### config.mk
export PLATFORM = sky130hd
export DESIGN_NAME = output_port_arbiter
export DESIGN_NICKNAME = d
export VERILOG_FILES = /design/src/rtl/output_port_arbiter.sv
export SDC_FILE = /design/constraint.sdc
export NUM_CORES = 1
export LEC_CHECK = 0
export BUFFER_PORTS_ARGS = -buffer_cell sky130_fd_sc_hd__buf_2
export CAP_MARGIN = 20
export CORE_MARGIN = 2
export CORE_UTILIZATION = 53
export DETAILED_ROUTE_END_ITERATION = 10
export PLACE_DENSITY = 0.79
export SYNTH_ARGS = -nofsm -noshare
export SYNTH_HDL_FRONTEND = slang
export SYNTH_SLANG_ARGS = --single-unit
### constraint.sdc
create_clock -name clk -period 5.4 [get_ports clk]
set_input_delay 0.81 -clock clk [delete_from_list [all_inputs] [get_ports clk]]
set_output_delay 0.81 -clock clk [all_outputs]
set_load 0.01 [all_outputs]
### src/rtl/output_port_arbiter.sv
// Wormhole output-port arbiter: round-robin grant among head-flit requesters,
// held until the owner's tail flit crosses the crossbar.
module output_port_arbiter #(
   parameter int NUM_IN = 5,
   parameter int CNT_W  = 16
) (
   input  logic                clk,
   input  logic                rst,
   input  logic [NUM_IN-1:0]   req,
   input  logic [NUM_IN-1:0]   flit_valid,
   input  logic [2*NUM_IN-1:0] flit_type,
   input  logic                out_ready,
   output logic [NUM_IN-1:0]   grant,
   output logic [2:0]          xbar_sel,
   output logic                out_valid,
   output logic                busy,
   output logic [CNT_W-1:0]    pkt_count,
   output logic                err
);

   localparam logic [2:0] SEL_IDLE = 3'd7;
   localparam logic [1:0] TYPE_HEAD = 2'b10;

   typedef enum logic {
      ST_IDLE,
      ST_LOCKED
   } state_e;

   state_e            state_q, state_d;
   logic [NUM_IN-1:0] grant_q, grant_d;
   logic [2:0]        sel_q, sel_d;
   logic [2:0]        ptr_q, ptr_d;
   logic [CNT_W-1:0]  cnt_q, cnt_d;
   logic              err_q, err_d;
   logic              moved_q, moved_d;

   logic [NUM_IN-1:0] cand;
   logic [2:0]        scan_idx;
   logic [2:0]        win_idx;
   logic              win_found;
   logic              owner_fv;
   logic [1:0]        owner_type;
   logic              xfer;
   logic              pkt_end;
   logic              bad_head;

   function automatic logic [2:0] wrap_inc(input logic [2:0] v);
      return (v == 3'(NUM_IN - 1)) ? 3'd0 : v + 3'd1;
   endfunction

   // Only head (10) or head+tail (11) flits may open a packet.
   always_comb begin
      cand = '0;
      for (int i = 0; i < NUM_IN; i++) begin
         cand[i] = req[i] & flit_valid[i] & flit_type[2*i+1];
      end
   end

   // Scan from ptr upward with wrap; the first candidate found wins.
   always_comb begin
      // NOTE: every combinational output gets a default before any branch so no path leaves it unassigned and infers a latch.
      win_found = 1'b0;
      win_idx   = '0;
      scan_idx  = ptr_q;
      for (int k = 0; k < NUM_IN; k++) begin
         if (!win_found && cand[scan_idx]) begin
            win_found = 1'b1;
            win_idx   = scan_idx;
         end
         scan_idx = wrap_inc(scan_idx);
      end
   end

   always_comb begin
      owner_fv   = |(flit_valid & grant_q);
      owner_type = '0;
      for (int i = 0; i < NUM_IN; i++) begin
         if (grant_q[i]) begin
            owner_type = owner_type | flit_type[2*i +: 2];
         end
      end
   end

   assign xfer     = (state_q == ST_LOCKED) & owner_fv & out_ready;
   assign pkt_end  = xfer & owner_type[0];
   // A fresh head after the owner has already moved a flit means a lost tail.
   assign bad_head = (state_q == ST_LOCKED) & owner_fv & moved_q &
                     (owner_type == TYPE_HEAD);

   always_comb begin
      state_d = state_q;
      grant_d = grant_q;
      sel_d   = sel_q;
      ptr_d   = ptr_q;
      cnt_d   = cnt_q;
      err_d   = err_q;
      moved_d = moved_q;
      unique case (state_q)
         ST_IDLE: begin
            if (win_found) begin
               state_d          = ST_LOCKED;
               grant_d          = '0;
               grant_d[win_idx] = 1'b1;
               sel_d            = win_idx;
               moved_d          = 1'b0;
            end
         end
         ST_LOCKED: begin
            if (xfer) begin
               moved_d = 1'b1;
            end
            if (bad_head) begin
               err_d = 1'b1;
            end
            if (pkt_end) begin
               state_d = ST_IDLE;
               grant_d = '0;
               sel_d   = SEL_IDLE;
               ptr_d   = wrap_inc(sel_q);
               cnt_d   = cnt_q + CNT_W'(1);
            end
         end
         default: state_d = ST_IDLE;
      endcase
   end

   always_ff @(posedge clk or posedge rst) begin
      if (rst) begin
         state_q <= ST_IDLE;
         grant_q <= '0;
         sel_q   <= SEL_IDLE;
         ptr_q   <= '0;
         cnt_q   <= '0;
         err_q   <= 1'b0;
         moved_q <= 1'b0;
      end else begin
         // NOTE: state registers use non-blocking assignment so every flop samples the pre-edge values.
         state_q <= state_d;
         grant_q <= grant_d;
         sel_q   <= sel_d;
         ptr_q   <= ptr_d;
         cnt_q   <= cnt_d;
         err_q   <= err_d;
         moved_q <= moved_d;
      end
   end

   assign grant     = grant_q;
   assign xbar_sel  = sel_q;
   assign out_valid = xfer;
   assign busy      = (state_q == ST_LOCKED);
   assign pkt_count = cnt_q;
   assign err       = err_q;

   a_grant_onehot0 : assert property (@(posedge clk) disable iff (rst) $onehot0(grant_q));
   a_busy_matches  : assert property (@(posedge clk) disable iff (rst) busy == (|grant_q));

endmodule

==> results of run 1 <==
## stage by stage
step	std cells	hold slack [ns]	util (%)	setup slack [ns]	area, um2
final	339	0.457	65.1	1.11	2570
after CTS	338	0.464	64.4	1.16	2540
after detailed placement	330	0.451	61.6	1.18	2430
after global placement	330	0.450	61.6	1.34	2430
after floorplan	234	0.447	-	1.46	2130
after global routing	339	0.468	65.1	0.716	2570
## cell families after synthesis
group                      Yosys count  share of synthesized area [%]
buffers and inverters               19                           3.41
xor gates and xnor gates            15                           6.17
AOI/OAI and AO/OA                   61                           21.8
DFF                                 30                           35.4
muxes                                9                           4.87
and+or+nand+nor                     90                           22.5
adders and majority gates           10                           5.87
## worst paths after layout
kind                               start       endpoint  slack (ns)  cells after the start
max                             ptr_q[0]       grant[1]        1.11                     14
min                                  rst  pkt_count[11]        0.46                      2
max reg2reg                     ptr_q[0]       grant[1]        1.11                     14
min reg2reg                pkt_count[15]  pkt_count[15]        0.46                      1
max in group asynchronous            rst    xbar_sel[2]        4.44                      3
min in group clk           pkt_count[15]  pkt_count[15]        0.46                      1
## synthesized netlist by cell type, types with 2 or more instances
master / n
inv_1: 15
o211a_1: 3
a222oi_1: 3
a21oi_1: 7
dfstp_2: 3
or3_1: 2
a22oi_1: 5
and3_1: 2
o21ai_0: 9
or4_4: 2
a211oi_1: 2
a221oi_1: 3
xnor2_1: 13
a32o_1: 2
a21o_1: 2
a31oi_1: 4
o211ai_1: 4
a22o_1: 2
nor2_1: 17
nand2_1: 21
dfrtp_1: 27
nand4_1: 8
xor2_1: 2
o31ai_1: 2
and2_1: 2
clkbuf_1: 3
nor3_1: 6
o21bai_1: 3
ha_1: 10
nand3_1: 14
nand3b_1: 2
nor3b_1: 3
mux2i_1: 7
## final cells by class
| type | count | area share [%] |
|---|---|---|
| multi-input combinational | 185 | 50.8 |
| sequential | 30 | 29.4 |
| timing repair buffer | 51 | 10.9 |
| clock buffer | 5 | 2.68 |
| tap | 50 | 2.44 |
| inverter | 15 | 2.19 |
| clock inverter | 3 | 1.56 |
## power by group through the flow
stage / clock network [mW] / logic [mW] / registers (mW)
finish: 0.224 / 1.14 / 0.383
global route: 0.236 / 1.27 / 0.394
CTS: 0.226 / 1.12 / 0.381
detailed placement: 0 / 1.11 / 0.383
global placement: 0 / 1.10 / 0.381
floorplan: 0 / 0.869 / 0.371
## per-layer routing
metal  vias up  GRT usage, %  routed length (um)
met4         0          9.69                 105
met2        62          42.7                2730
li1        992             -                   -
met1       980          30.5                2280
met3        13          5.83                 263
met5         -             0                   0
## critical path: stages (launching register included)
cell,delay (ns)
dfrtp_1,0.57
inv_1,0.19
ha_1,0.29
a21o_1,0.21
ha_1,0.23
o21ai_0,0.12
a22o_1,0.32
inv_1,0.14
ha_1,0.26
or4_4,0.57
a2111oi_2,0.40
nor3_1,0.14
a31oi_1,0.36
nand3b_1,0.18
o31ai_1,0.21
## state kept, by name, summed over array words and instances, names as in the netlist
register   cells
grant          5
xbar_sel       3
busy           1
pkt_count     16
ptr_q          3
err            1
moved_q        1
==> qor.yml, run 1 <==
clocking:
  total_clock_buffers_created_by_cts: 5
  cts-root-to-sink-buffers: 2
  clock-root-buffer: "clkbuf_8"
  path_clk_slew_ns: 0.07
  cts.hold.buffers_added: 0
  cts_tree: "done"
  post-cts-setup-buffer-count: 0
  cts.htree.levels: 2
  numClockSinks: 30
  cts-resized-gates: 0
  clkLatencyLatePin_ns: 0.28
floorplanning:
  floorplan.die_area_um2: 4540
  placeableCoreArea_um2: 3940
  rows: 23
  die-height_um: 67.4
  floorplan.die.width_um: 67.4
  start_util_pct: 54.0
  io_pins: 50
yosys:
  number_of_synthesized_flops_with_an_enable_pin: 0
  synth.area.top_cells: "dfrtp_1 32%, ha_1 5.9%, xnor2_1 5.3%"
  synth.largest_area_cell: "dfrtp_1"
  synth_area_per_cell_um2: 9.11
  synth.yosys.warnings: 0
  syn-instance-count: 234
  synth_async_sr_flop_share_pct: 100
  synth_nets: 267
  synth.top_cell.area_share_pct: 31.7
  synth_seq_cells: 30
  syn-cell-area_um2: 2130
  sequential_area_share_after_synthesis_pct: 35.4
  synthFlopType: "dfrtp_1"
  synth_cell_type_count: 57
timing:
  setup-tns-final_ns: 0
  final_max_slew_viol_count: 0
  timing.fmax_ghz: 0.233
  skew_ns: 0.00559
  min_clock_period_post_route_ns: 4.29
  hold_viol_final: 0
  timing.final.crit_share_pct: 79.4
  max-slew-margin-rel_pct: 61.9
  rsz_0062_raised_after_global_routing: "no"
  least_margin_pin_slew_ns: 0.563
  final-setup-viol-count: 0
final_layout:
  multiInputGateArea_um2: 1300
  commonest_non_fill_non_tap_cell_in_the_layout: "buf_2"
  regArea_um2: 754
  filler_cell_count: 340
  finish.net_count: 321
  ratio_of_cells_with_drive_above_1_in_the_final_layout_pct: 25.3
  antenna_cells: 0
  area.growth.synth_to_final_pct: 20.4
  most-common-layout-cells: "49 x buf_2, 27 x dfrtp_1, 21 x nand2_1"
global_route:
  grt_pass1_vias: 1903
  largest_net_degree_at_the_start_of_global_routing: 31
  track_usage_pct: 25.0
  grt_antenna_before_repair: 0
  grt_remaining_overflow: 0
  grt_pass1_wl_um: 8510
run_status:
  status: "finished, final reports clean"
placed_design:
  globalplace.congestion: 0.977
  place.port_buffers: 49
  dp.final_hpwl_um: 4130
routing:
  drc_violation_count_after_routing: 0
  vias_per_cell: 6.04
  detailroute.via_count: 2047
  wl_um: 5380
  drt_first_pass_iters: 5
  ant_nets: 0
  route.detailed.wl_per_inst_um: 15.9
  iteration_0_drc_count_of_the_detailed_router: 180
worst_setup_path:
  path_class: "reg -> reg"
  worstPathArrival_ns: 4.48
  endpoint_kind: "flip-flop"
  worst_setup_path_start_kind: "flip-flop"
  worstPathMaxFanout: 13
  cp_data_required_time_ns: 5.59
power:
  seqPwrFrac_pct: 21.9
  power_report.internal_total_mw: 0.892
  vdd_drop_max_mv: 0.319
  p_total_mw: 1.74
  clockPowerShare_pct: 12.8
  switch_share_pct: 48.8
  power_density_nw_per_um2: 680
  total_leakage_power_nw: 1.25
  net-switching-power_mw: 0.852
  share_comb_of_total_power_pct: 65.2
worst_hold_path:
  timing.hold.worst.class: "in -> async"
job:
  drv.max_cap_violation_count: 0
Note: power is estimated with default switching activity, not from simulation.
==> run 2: changes to the inputs <==
==> constraint.sdc (replaced) <==
create_clock -name clk -period 4.02 [get_ports clk]
set_input_delay 0.603 -clock clk [delete_from_list [all_inputs] [get_ports clk]]
set_output_delay 0.603 -clock clk [all_outputs]
set_load 0.01 [all_outputs]
==> qor.yml, run 2 (synthesis gave the netlist of run 1 again) <==
run_status:
  status: "finished, final reports clean"
timing:
  hold_viol_final: 0  # unchanged
  timing.hold.ws_ns: 0.262  # -0.195 ns
  timing.fmax_ghz: 0.266  # +14%
  skew_ns: 0.00738  # +0.00179 ns
  final-setup-viol-count: 0  # unchanged
  timing.final.crit_share_pct: 93.4  # +14 points
  least_margin_pin_slew_ns: 0.570  # +0.00677 ns
  max-slew-margin-rel_pct: 61.5  # -0.46 points
  setup-tns-final_ns: 0  # unchanged
  min_clock_period_post_route_ns: 3.75  # -0.533 ns
  rsz_0062_raised_after_global_routing: "no"
  final_max_slew_viol_count: 0  # unchanged
routing:
  detailroute.via_count: 2036  # -0.54%
  drc_violation_count_after_routing: 0  # unchanged
  wl_um: 5180  # -3.6%
  route.detailed.wl_per_inst_um: 15.1  # -4.8%
  ant_nets: 0  # unchanged
  vias_per_cell: 5.94  # -1.7%
  drt_first_pass_iters: 5  # unchanged
  iteration_0_drc_count_of_the_detailed_router: 199  # +11%
final_layout:
  area.growth.synth_to_final_pct: 21.5
  largest_reg_flops: 16  # unchanged
  final_util_pct: 65.7  # +0.60 points
  commonest_non_fill_non_tap_cell_in_the_layout: "buf_2"
  most-common-layout-cells: "49 x buf_2, 26 x dfrtp_1, 21 x nand2_1"
  finish.net_count: 325  # +1.2%
  antenna_cells: 0  # unchanged
  ratio_of_cells_with_drive_above_1_in_the_final_layout_pct: 27.0  # +1.7 points
clocking:
  clock-root-buffer: "clkbuf_8"
  cts.htree.levels: 2  # unchanged
  clkLatencyLatePin_ns: 0.28  # about the same
  cts-root-to-sink-buffers: 2  # unchanged
  cts_tree: "done"
  numClockSinks: 30  # unchanged
  path_clk_slew_ns: 0.07  # about the same
  cts.hold.buffers_added: 0  # unchanged
  total_clock_buffers_created_by_cts: 5  # unchanged
floorplanning:
  floorplan.die.width_um: 67.4  # unchanged
  die-height_um: 67.4  # unchanged
  floorplan.die_area_um2: 4540  # unchanged
  placeableCoreArea_um2: 3940  # unchanged
  io_pins: 50  # unchanged
  start_util_pct: 54.0  # unchanged
  rows: 23  # unchanged
power:
  power_density_nw_per_um2: 896  # +32%
  vdd_drop_max_mv: 0.430  # +35%
  total_leakage_power_nw: 1.25  # +0.68%
global_route:
  grt_antenna_before_repair: 0  # unchanged
  track_usage_pct: 24.3  # -0.68 points
  largest_net_degree_at_the_start_of_global_routing: 31  # unchanged
  grt_pass1_vias: 1854  # -2.6%
  grt_pass1_wl_um: 8290  # -2.7%
  grt_remaining_overflow: 0  # unchanged
worst_setup_path:
  endpoint_kind: "flip-flop"
  path_class: "reg -> reg"
  worstPathMaxFanout: 8  # -5
  worst_setup_path_start_kind: "flip-flop"
  cp_data_required_time_ns: 4.19  # -1.40 ns
  worstPathArrival_ns: 3.92  # -0.56 ns
placed_design:
  globalplace.congestion: 0.951  # -2.7%
  dp.final_hpwl_um: 4010  # -3.0%
  place.port_buffers: 49  # unchanged
worst_hold_path:
  timing.hold.worst.class: "in -> async"
job:
  drv.max_cap_violation_count: 0  # unchanged
[run 2: final timing paths]
path	startpoint	to	slack [ns]	cells after the start
hold reg to reg	pkt_count[15]	pkt_count[15]	0.46	1
setup / recovery	ptr_q[0]	grant[2]	0.27	14
min in group clk	pkt_count[15]	pkt_count[15]	0.46	1
hold / removal	rst	pkt_count[11]	0.26	2
setup reg to reg	ptr_q[0]	grant[2]	0.27	14
max in group asynchronous	rst	xbar_sel[0]	3.25	3
[run 2: metrics by stage]
stage               setup slack (ns)  cells  cell area (um2)  power, mW
floorplan                     0.0799    234             2130       1.67
CTS                            0.129    341             2550       2.28
global route                  0.0222    343             2590       2.53
finish                         0.266    343             2590       2.32
global placement               0.276    333             2450       2.02
detailed placement             0.119    333             2450       2.02
[run 2: routing by layer]
metal	global-route usage, %	up-vias	wire length (um)
met5	0	-	0
met4	6.89	0	50
met3	5.17	6	266
met1	31.2	965	2240
met2	41.3	66	2630
li1	-	999	-
[run 2: power by group]
group          switching [mW]  total (mW)  internal [mW]  leakage [nW]
Clock                   0.112       0.249          0.137        0.0472
Combinational           0.942        1.60          0.654         0.825
Sequential             0.0811       0.476          0.394         0.381
Total                    1.14        2.32           1.19          1.25
[run 2: layout make-up]
type / count / area [um2]
Sequential cell: 30 / 756
Multi-Input combinational cell: 185 / 1310
Tap cell: 50 / 62.6
Inverter: 15 / 56.3
Clock inverter: 2 / 12.5
Timing Repair Buffer: 55 / 310
Fill cell: 326 / 1350
Clock buffer: 6 / 82.6
[run 2: timing repair]
action                                  CTS  global route
buffers inserted                          0             1
resized for setup                         0             2
endpoints found under the setup margin    0             7
[run 2: worst max-delay path: stages, from the launching register on]
cell and delay, ns:
dfrtp_1 0.34, inv_1 0.09, ha_1 0.28, a21o_1 0.22
ha_1 0.24, o21ai_0 0.11, a22o_1 0.20, inv_1 0.09
ha_1 0.25, or4_4 0.57, a221oi_1 0.30, o2111ai_1 0.21
a41o_2 0.37, and2_4 0.18, a32o_1 0.20
==> run 3: changes to the inputs <==
--- a/config.mk
+++ b/config.mk
@@ -10,6 +10,7 @@
 export CORE_MARGIN = 2
 export CORE_UTILIZATION = 53
 export DETAILED_ROUTE_END_ITERATION = 10
+export GPL_TIMING_DRIVEN = 0
 export PLACE_DENSITY = 0.79
 export SYNTH_ARGS = -nofsm -noshare
 export SYNTH_HDL_FRONTEND = slang
==> qor.yml, run 3 (synthesis gave the netlist of run 1 again) <==
final_layout:
  commonest_non_fill_non_tap_cell_in_the_layout: "buf_2"
  area.growth.synth_to_final_pct: 24.7
  post_layout_nonfiller_instances: 346  # +0.87%
  antenna_cells: 0  # unchanged
  final_util_pct: 67.4  # +1.7 points
  ratio_of_cells_with_drive_above_1_in_the_final_layout_pct: 28.7  # +1.8 points
  most-common-layout-cells: "49 x buf_2, 26 x dfrtp_1, 21 x nand2_1"
  finish.net_count: 328  # +0.92%
  largest_reg_flops: 16  # unchanged
clocking:
  clock-root-buffer: "clkbuf_8"
  clkLatencyLatePin_ns: 0.28  # about the same
  numClockSinks: 30  # unchanged
  total_clock_buffers_created_by_cts: 5  # unchanged
  path_clk_slew_ns: 0.07  # about the same
  cts_tree: "done"
  cts.htree.levels: 2  # unchanged
  cts-root-to-sink-buffers: 2  # unchanged
  cts.hold.buffers_added: 0  # unchanged
routing:
  route.detailed.wl_per_inst_um: 15.5  # +2.9%
  drc_violation_count_after_routing: 0  # unchanged
  drt_first_pass_iters: 4  # -1
  ant_nets: 0  # unchanged
  vias_per_cell: 6.04  # +1.7%
  detailroute.via_count: 2089  # +2.6%
  wl_um: 5380  # +3.8%
  iteration_0_drc_count_of_the_detailed_router: 204  # +2.5%
floorplanning:
  placeableCoreArea_um2: 3940  # unchanged
  floorplan.die_area_um2: 4540  # unchanged
  io_pins: 50  # unchanged
  rows: 23  # unchanged
  start_util_pct: 54.0  # unchanged
  floorplan.die.width_um: 67.4  # unchanged
  die-height_um: 67.4  # unchanged
global_route:
  largest_net_degree_at_the_start_of_global_routing: 31  # unchanged
  grt_remaining_overflow: 0  # unchanged
  grt_antenna_before_repair: 0  # unchanged
  grt_pass1_wl_um: 8200  # -1.1%
  grt_pass1_vias: 1802  # -2.8%
  track_usage_pct: 23.9  # -0.40 points
worst_setup_path:
  worst_setup_path_start_kind: "flip-flop"
  worstPathMaxFanout: 10  # +2
  cp_data_required_time_ns: 4.19  # about the same
  setup.reg_to_reg.worst_slack_ns: 0.15  # -0.11 ns
  cells_along_the_critical_path: "buf_6, inv_2, ha_2, a21o_1, ha_1, o21ai_0, a22o_2, inv_1, ha_1, or4_4, and3_1, nand4bb_4, nand3b_1, o211a_1, a32o_1"
  path_class: "reg -> reg"
  reg2reg_depth: 15  # +1
  slowest_stage: "or4_4"
  crit-reg2reg-capture: "grant[2]"
  path_common_cell: "ha_1"
  endpoint_kind: "flip-flop"
  timing.rr.start: "ptr_q[0]"
  cp_slowest_stage_delay_ns: 0.59  # +0.02 ns
  worstPathArrival_ns: 4.04  # +0.12 ns
timing:
  timing.final.crit_share_pct: 96.2  # +2.8 points
  max-slew-margin-rel_pct: 63.2  # +1.7 points
  timing.fmax_ghz: 0.259  # -2.9%
  final_max_slew_viol_count: 0  # unchanged
  least_margin_pin_slew_ns: 0.544  # -0.0256 ns
  final-setup-viol-count: 0  # unchanged
  hold_viol_final: 0  # unchanged
  min_clock_period_post_route_ns: 3.87  # +0.114 ns
  skew_ns: 0.00814  # +0.000755 ns
job:
  drv.max_cap_violation_count: 0  # unchanged
placed_design:
  globalplace.congestion: 0.920  # -3.3%
  place.port_buffers: 49  # unchanged
  placed_cells_incl_taps: 333  # unchanged
  dp.final_hpwl_um: 4030  # +0.71%
worst_hold_path:
  timing.hold.worst.class: "in -> async"
power:
  vdd_drop_max_mv: 0.405  # -5.7%
  total_leakage_power_nw: 1.26  # +0.83%
  p_total_mw: 2.54  # +9.2%
  power_density_nw_per_um2: 954  # +6.4%
run_status:
  status: "finished, final reports clean"
run 3: cell types whose count changed in the layout (fill, tap and decap cells not counted), sizes merged:
cell / change
clkbuf: +4
clkinvlp: -1
run 3: area by class of cell:
cell class | count | area, um2
Multi-Input combinational cell | 185 | 1370
Fill cell | 320 | 1280
Sequential cell | 30 | 756
Timing Repair Buffer | 54 | 303
Clock buffer | 7 | 86.3
Tap cell | 50 | 62.6
Inverter | 15 | 56.3
Buffer | 4 | 23.8
Clock inverter | 1 | 5.00
run 3: timing repair:
action,CTS,global route
pin swaps,1,4
endpoints found under the setup margin,10,8
buffers inserted,1,3
resized for setup,6,9
run 3: critical path: cells and delay by family (launching register included):
family,cells,cell delay (ns)
AND/OR/NAND/NOR,4,1.34
AO/OA/AOI/OAI,5,1.05
flip-flops,1,0.37
buffers and inverters,3,0.30
adder cells (fa/ha/maj),3,0.69
run 3: metrics by stage:
step / hold slack [ns] / instance area (um2) / setup TNS, ns / worst slack, ns
3_5_place_dp: 0.452 / 2440 / -3.36 / -0.473
2_1_floorplan: 0.447 / 2130 / 0 / 0.0799
3_3_place_gp: 0.451 / 2440 / -2.73 / -0.407
5_1_grt: 0.288 / 2660 / -0.0179 / -0.0110
6_report: 0.278 / 2660 / 0 / 0.152
4_1_cts: 0.465 / 2570 / 0 / 0.00270
run 3: how the worst max path moves through the flow:
| stage | to | start | cells after the start | slack, ns |
|---|---|---|---|---|
| global route | grant[2] | ptr_q[0] | 15 | -0.01 |
| detailed placement | grant[0] | ptr_q[0] | 15 | -0.47 |
| finish | grant[2] | ptr_q[0] | 15 | 0.15 |
| floorplan | grant[3] | ptr_q[0] | 15 | 0.08 |
| global placement | grant[1] | ptr_q[0] | 15 | -0.41 |
| CTS | grant[2] | ptr_q[0] | 15 | 0.003 |
run 3: per-layer routing:
metal,vias to the layer above,GRT usage (%),routed length [um]
met2,40,41.3,2780
li1,1010,-,-
met4,0,6.89,44
met5,-,0,0
met1,1034,31.5,2360
met3,5,2.83,193
run 3: where the power goes:
part	switching, mW	internal, mW	total [mW]
Clock	0.108	0.138	0.246
Combinational	1.04	0.757	1.80
Sequential	0.0973	0.395	0.492
